--- src/rtl/cpu_pkg.sv ---
// Shared definitions for the single-bus CPU control path: opcode
// constants, IR field positions, sequencer state and instruction class.
package cpu_pkg;

    // 5-bit opcodes carried in IR[31:27]
    localparam logic [4:0] OP_ADD  = 5'b00011;
    localparam logic [4:0] OP_SUB  = 5'b00100;
    localparam logic [4:0] OP_AND  = 5'b00101;
    localparam logic [4:0] OP_OR   = 5'b00110;
    localparam logic [4:0] OP_SHR  = 5'b00111;
    localparam logic [4:0] OP_SHL  = 5'b01000;
    localparam logic [4:0] OP_ROR  = 5'b01001;
    localparam logic [4:0] OP_ROL  = 5'b01010;
    localparam logic [4:0] OP_MUL  = 5'b01111;
    localparam logic [4:0] OP_DIV  = 5'b10000;
    localparam logic [4:0] OP_NEG  = 5'b10001;
    localparam logic [4:0] OP_NOT  = 5'b10010;
    localparam logic [4:0] OP_NOP  = 5'b11010;
    localparam logic [4:0] OP_HALT = 5'b11011;

    // IR field bit positions
    localparam int OPC_HI = 31;
    localparam int OPC_LO = 27;
    localparam int RA_HI  = 26;
    localparam int RA_LO  = 23;
    localparam int RB_HI  = 22;
    localparam int RB_LO  = 19;
    localparam int RC_HI  = 18;
    localparam int RC_LO  = 15;

    typedef enum logic [3:0] {
        S_IDLE   = 4'd0,
        S_T0     = 4'd1,
        S_T1     = 4'd2,
        S_T2     = 4'd3,
        S_T3     = 4'd4,
        S_T4     = 4'd5,
        S_T5     = 4'd6,
        S_T6     = 4'd7,
        S_HALTED = 4'd8
    } state_t;

    typedef enum logic [2:0] {
        IC_NOP    = 3'd0,
        IC_ALU3   = 3'd1,
        IC_ALU2   = 3'd2,
        IC_MULDIV = 3'd3,
        IC_HALT   = 3'd4
    } iclass_t;

    function automatic logic [4:0] ir_opcode(input logic [31:0] ir);
        return ir[OPC_HI:OPC_LO];
    endfunction

endpackage

--- src/rtl/control_decode.sv ---
// Combinational opcode classifier for the control sequencer.
// Ports: opcode (in, 5) -> iclass (out, instruction class).
// CONTROL_UNIT_MULDIV_EN: when undefined, MUL/DIV classify as NOP.
module control_decode
    import cpu_pkg::*;
(
    input  logic [4:0] opcode,
    output iclass_t    iclass
);

    logic is_alu3;
    logic is_alu2;
    logic is_md;
    logic is_halt;

    assign is_alu3 = opcode inside {OP_ADD, OP_SUB, OP_AND, OP_OR,
                                    OP_SHR, OP_SHL, OP_ROR, OP_ROL};
    assign is_alu2 = opcode inside {OP_NEG, OP_NOT};
    assign is_halt = (opcode == OP_HALT);

`ifdef CONTROL_UNIT_MULDIV_EN
    assign is_md = opcode inside {OP_MUL, OP_DIV};
`else
    assign is_md = 1'b0;
`endif

    // Undefined opcodes (and OP_NOP) fall through to NOP
    always_comb begin
        iclass = IC_NOP;
        unique case (1'b1)
            is_alu3: iclass = IC_ALU3;
            is_alu2: iclass = IC_ALU2;
            is_md:   iclass = IC_MULDIV;
            is_halt: iclass = IC_HALT;
            default: iclass = IC_NOP;
        endcase
    end

endmodule

--- src/rtl/control_unit.sv ---
// Hardwired fetch/execute sequencer for the single-bus CPU datapath.
// Inputs: clk, rst_n (async low), run, IR_Data[31:0], mem_ready.
// Outputs: bus selects, register enables, read, Gra/Grb/Grc,
// alu_instruction[4:0], halted, state[3:0].
// CONTROL_UNIT_MULDIV_EN: enables the MUL/DIV T3-T6 sequence and
// drives HI_enable/LO_enable; otherwise MUL/DIV execute as NOP.
module control_unit
    import cpu_pkg::*;
#(
    parameter int RESET_PC_INC = 1
) (
    input  logic        clk,
    input  logic        rst_n,
    input  logic        run,
    input  logic [31:0] IR_Data,
    input  logic        mem_ready,
    output logic        PC_select,
    output logic        Z_LO_select,
    output logic        Z_HI_select,
    output logic        MDR_select,
    output logic        Rout,
    output logic        PC_enable,
    output logic        PC_increment_enable,
    output logic        IR_enable,
    output logic        Y_enable,
    output logic        Z_enable,
    output logic        MAR_enable,
    output logic        MDR_enable,
    output logic        HI_enable,
    output logic        LO_enable,
    output logic        Rin,
    output logic        read,
    output logic        Gra,
    output logic        Grb,
    output logic        Grc,
    output logic [4:0]  alu_instruction,
    output logic        halted,
    output logic [3:0]  state
);

    state_t     st;
    state_t     st_end;
    iclass_t    iclass;
    logic [4:0] opcode;
    logic       cfg_unused;

    assign opcode = ir_opcode(IR_Data);

    // Register fields are decoded by the datapath, not here
    assign cfg_unused = ^IR_Data[RA_HI:0] ^ (RESET_PC_INC != 1);

    control_decode u_decode (
        .opcode (opcode),
        .iclass (iclass)
    );

    // run is only looked at when an instruction finishes
    assign st_end = run ? S_T0 : S_IDLE;

    always_ff @(posedge clk or negedge rst_n) begin
        if (!rst_n) begin
            st <= S_IDLE;
        end else begin
            unique case (st)
                S_IDLE:   st <= run ? S_T0 : S_IDLE;
                S_T0:     st <= S_T1;
                S_T1:     st <= mem_ready ? S_T2 : S_T1;
                S_T2:     st <= S_T3;
                S_T3: begin
                    unique case (iclass)
                        IC_ALU3,
                        IC_ALU2,
                        IC_MULDIV: st <= S_T4;
                        IC_HALT:   st <= S_HALTED;
                        default:   st <= st_end;
                    endcase
                end
                S_T4: begin
                    unique case (iclass)
                        IC_ALU3,
                        IC_MULDIV: st <= S_T5;
                        default:   st <= st_end;
                    endcase
                end
                S_T5:     st <= (iclass == IC_MULDIV) ? S_T6 : st_end;
                S_T6:     st <= st_end;
                S_HALTED: st <= run ? S_HALTED : S_IDLE;
                default:  st <= S_IDLE;
            endcase
        end
    end

    assign state  = st;
    assign halted = (st == S_HALTED);

    // Moore decode of the current step; PC_enable in T1 is the
    // single exception, gated by mem_ready so PC loads once.
    always_comb begin
        PC_select           = 1'b0;
        Z_LO_select         = 1'b0;
        Z_HI_select         = 1'b0;
        MDR_select          = 1'b0;
        Rout                = 1'b0;
        PC_enable           = 1'b0;
        PC_increment_enable = 1'b0;
        IR_enable           = 1'b0;
        Y_enable            = 1'b0;
        Z_enable            = 1'b0;
        MAR_enable          = 1'b0;
        MDR_enable          = 1'b0;
        HI_enable           = 1'b0;
        LO_enable           = 1'b0;
        Rin                 = 1'b0;
        read                = 1'b0;
        Gra                 = 1'b0;
        Grb                 = 1'b0;
        Grc                 = 1'b0;
        alu_instruction     = 5'd0;
        unique case (st)
            S_T0: begin
                PC_select           = 1'b1;
                MAR_enable          = 1'b1;
                PC_increment_enable = 1'b1;
                Z_enable            = 1'b1;
            end
            S_T1: begin
                Z_LO_select = 1'b1;
                read        = 1'b1;
                MDR_enable  = 1'b1;
                PC_enable   = mem_ready;
            end
            S_T2: begin
                MDR_select = 1'b1;
                IR_enable  = 1'b1;
            end
            S_T3: begin
                unique case (iclass)
                    IC_ALU3: begin
                        Grb      = 1'b1;
                        Rout     = 1'b1;
                        Y_enable = 1'b1;
                    end
                    IC_ALU2: begin
                        Grb             = 1'b1;
                        Rout            = 1'b1;
                        Z_enable        = 1'b1;
                        alu_instruction = opcode;
                    end
                    IC_MULDIV: begin
                        Gra      = 1'b1;
                        Rout     = 1'b1;
                        Y_enable = 1'b1;
                    end
                    default: ;
                endcase
            end
            S_T4: begin
                unique case (iclass)
                    IC_ALU3: begin
                        Grc             = 1'b1;
                        Rout            = 1'b1;
                        Z_enable        = 1'b1;
                        alu_instruction = opcode;
                    end
                    IC_ALU2: begin
                        Z_LO_select = 1'b1;
                        Gra         = 1'b1;
                        Rin         = 1'b1;
                    end
                    IC_MULDIV: begin
                        Grb             = 1'b1;
                        Rout            = 1'b1;
                        Z_enable        = 1'b1;
                        alu_instruction = opcode;
                    end
                    default: ;
                endcase
            end
            S_T5: begin
                unique case (iclass)
                    IC_ALU3: begin
                        Z_LO_select = 1'b1;
                        Gra         = 1'b1;
                        Rin         = 1'b1;
                    end
                    IC_MULDIV: begin
                        Z_LO_select = 1'b1;
`ifdef CONTROL_UNIT_MULDIV_EN
                        LO_enable   = 1'b1;
`endif
                    end
                    default: ;
                endcase
            end
            S_T6: begin
                Z_HI_select = 1'b1;
`ifdef CONTROL_UNIT_MULDIV_EN
                HI_enable   = 1'b1;
`endif
            end
            default: ;
        endcase
    end

endmodule
--- config.mk ---
export PLATFORM = sky130hd
export DESIGN_NAME = control_unit
export DESIGN_NICKNAME = d
export VERILOG_FILES = /design/src/rtl/cpu_pkg.sv /design/src/rtl/control_decode.sv /design/src/rtl/control_unit.sv
export SDC_FILE = /design/constraint.sdc
export NUM_CORES = 1
export LEC_CHECK = 0
export ABC_CLOCK_PERIOD_IN_PS = 1900
export BUFFER_PORTS_ARGS = -buffer_cell sky130_fd_sc_hd__buf_4
export CAP_MARGIN = 20
export CORE_MARGIN = 2
export CORE_UTILIZATION = 26
export DETAILED_ROUTE_END_ITERATION = 8
export HOLD_SLACK_MARGIN = 0.06
export PLACE_DENSITY_LB_ADDON = 0.12
export SETUP_SLACK_MARGIN = 0.5
export SYNTH_ARGS = -nofsm -noshare
export SYNTH_HDL_FRONTEND = slang
export SYNTH_HIERARCHICAL = 1
export SYNTH_SLANG_ARGS = --single-unit
--- constraint.sdc ---
create_clock -name clk -period 1.9 [get_ports clk]
set_input_delay 0.095 -clock clk [delete_from_list [all_inputs] [get_ports clk]]
set_output_delay 0.095 -clock clk [all_outputs]
set_load 0.005 [all_outputs]
==> impl_metrics.toml <==
[run_status]
status = "complete, no violations"

[synthesis]
yosysSeqAreaShare_pct = 15.7
synth_fa_ha_area_share_pct = 1.57
yosys.area_share.simple_pct = 42.7
synth_cell_type_count = 39
ys_warn_count = 6
synth_edf_count = 0
synth-compound-area-share_pct = 18.5
syn_inst = 90
synthMuxAreaShare_pct = 3.94
syn_area_um2 = 636
synth-main-ff-cell = "dfrtp_1"
synth_top_family_by_area = "simple AND/OR/NAND/NOR gates"
synth_xor_xnor_area_share_pct = 2.76
ys_seq_elements = 4
syn_area_per_cell_um2 = 7.06
postSynth.asyncResetShare_pct = 100

[pwr]
fin_total_pwr_mw = 1.29
vdd_ir_drop_max_mv = 0.910
power_density_nw_per_um2 = 1170
leakage_nw = 0.498

[finish]
final_nets = 166
multi_input_area_um2 = 567
regArea_um2 = 103
area_growth_syn_to_layout_pct = 73.2
drive_gt1_share_pct = 57.8
fin_area_um2 = 1100
diodes = 0
final.fill_count = 238
largest_reg_flops = 4

[worst_setup_path]
cpPeakStageDelay_ns = 0.39
cp.required_ns = 1.80
critPathBufInv = 1
r2r_setup_slack_ns = 0.49
cp.arrival_ns = 1.60
critPathLaunchType = "register"
path_delay_family = "simple AND/OR/NAND/NOR gates"
worst-path-max-fanout = 5
worstPathCellList = "or3b_4, or2_4, nor2_4, and2_1, buf_4"
reg2reg_depth = 5
crit_slowest_cell = "or3b_4"
path_class = "register to output pin"
reg2reg_from = "state[3]$_DFF_PN0_"
endpoint_kind = "output pin"
r2r-end = "state[0]$_DFF_PN0_"

[detailed_routing]
wire_per_inst_um = 12.4
drc = 0
drtIter0Drc = 17
drtPass1Iterations = 2
num_vias = 771
postRouteAntennaNets = 0
vias_per_cell = 4.94
wirelength_um = 1930

[die]
rows = 17
start_util_pct = 28.2
die_y_um = 53.4
chipWidth_um = 53.4
core-area_um2 = 2250
io_pins = 65
die_area_um2 = 2860

[clock_network]
cts-buffers-inserted = 3
cts_tree = "done"
cts_buffer_depth = 2
cts_htree_levels = 1
clock_sinks = 4
clkTransAtPathRegs_ns = 0.04
insertion_delay_ns = 0.24
cts-root-buf = "clkbuf_4"

[placed_design]
portBuffers = 35
dpl.hpwl_um = 1330
gp_congestion = 0.760
dp_slack_ns = 0.228
placed_area_um2 = 895

[sta]
max_freq_mhz = 591
slew_violations = 0
finalSetupViolations = 0
min_period_over_period_pct = 89.1
rsz0062_at_grt = "yes"
setup_tns_ns = 0
final.setup_skew_ns = 0.00980
worst_slack_ns = 0.207
hold_viol = 0
min_period_ns = 1.69

[job]
drv_cap = 0

[global_route]
antenna_found_initial = 0
track_usage_pct = 14.3
grt_pass1_vias = 650
grt_max_degree = 12
grt_first_pass_wirelength_um = 3050
grt_remaining_overflow = 0

[worst_hold_path]
holdCritPathClass = "primary input to async pin"
==> cell type report <==
class                   count  share of cell area, %
well taps                  28                   3.18
multi-input cells          72                   51.5
inverters                   2                  0.682
flip-flops and latches      4                   9.32
repair buffers             47                   33.3
clock buffers               3                   2.05
==> synthesized netlist by cell type, drive strengths merged, types with 3 or more instances <==
cell type	n	area (um^2)
buf	8	63.8
clkbuf	5	18.8
and2b	3	22.5
and2	6	37.5
nand2b	6	37.5
nor2	12	52.6
nand2	3	11.3
a21oi	4	23.8
nor3	7	35.0
o21ai	3	15.0
dfrtp	4	100
==> layout by cell type, fill, tap and decap left out, types with 2 or more instances in the layout <==
cell type / count
nor2_1: 10
nor3_1: 2
or3b_4: 2
and2b_1: 3
nand2_1: 2
nand3_1: 2
nand2b_4: 2
o21ai_0: 2
a21oi_2: 3
nand2b_1: 4
inv_1: 2
nor3_2: 3
and2_1: 5
o21bai_1: 2
buf_6: 3
dfrtp_1: 2
nor3_4: 2
clkbuf_4: 3
conb_1: 2
nor2_4: 2
dfrtp_2: 2
buf_4: 43
==> cells by family (layout without fill, tap and decap cells) <==
group                      count (synthesis)  in the layout
and+or+nand+nor                           48             48
AOI/OAI and AO/OA                         17             17
buffers and inverters                     15             52
DFF                                        4              4
xor gates and xnor gates                   2              2
muxes                                      2              2
adders and majority gates                  1              1
other                                      1              2
==> how the worst max path moves through the flow <==
stage / to / slack [ns] / start / depth (start not counted)
finish: alu_instruction[3] / 0.21 / state[3]$_DFF_PN0_ / 5
global route: alu_instruction[2] / 0.12 / state[3]$_DFF_PN0_ / 5
CTS: alu_instruction[0] / 0.19 / state[3]$_DFF_PN0_ / 5
detailed placement: alu_instruction[0] / 0.23 / IR_Data[29] / 8
global placement: alu_instruction[0] / 0.25 / IR_Data[29] / 8
floorplan: alu_instruction[0] / 0.36 / state[2]$_DFF_PN0_ / 6
==> routing by layer <==
metal	vias to the layer above	GRT usage (%)	share of wire, %
met2	22	22.6	48
met3	0	4.52	5.3
met5	-	0	0
met4	0	0	0
met1	370	19.9	47
li1	379	-	-
==> worst reg2reg max path, stage by stage, from the launching register on <==
cell	delay, ns
dfrtp_1	0.36
or3b_4	0.39
buf_6	0.16
nor4_4	0.25
a41oi_1	0.07
o21ai_1	0.09
==> power by group <==
part           internal [mW]  switching [mW]
registers              0.122          0.0308
clock network         0.0707          0.0359
logic                  0.538           0.490
total                  0.730           0.557
==> per-stage QoR <==
step | std cells | util [%] | hold slack, ns
6_report | 156 | 48.8 | 0.186
4_1_cts | 154 | 45.9 | 0.169
5_1_grt | 156 | 48.8 | 0.195
3_3_place_gp | 146 | 39.7 | -0.107
3_5_place_dp | 146 | 39.7 | -0.105
2_1_floorplan | 91 | - | -0.201
==> what timing repair did <==
| action | 4_1_cts | 5_1_grt |
|---|---|---|
| setup buffers | 4 | 2 |
| resized for setup | 18 | 12 |
| hold buffers | 1 | 0 |
| pin swaps | 6 | 2 |
| hold endpoints to repair | 4 | 0 |
| cloned | 0 | 0 |
| endpoints found under the setup margin | 23 | 23 |
Power figures use the tool's default switching activity.
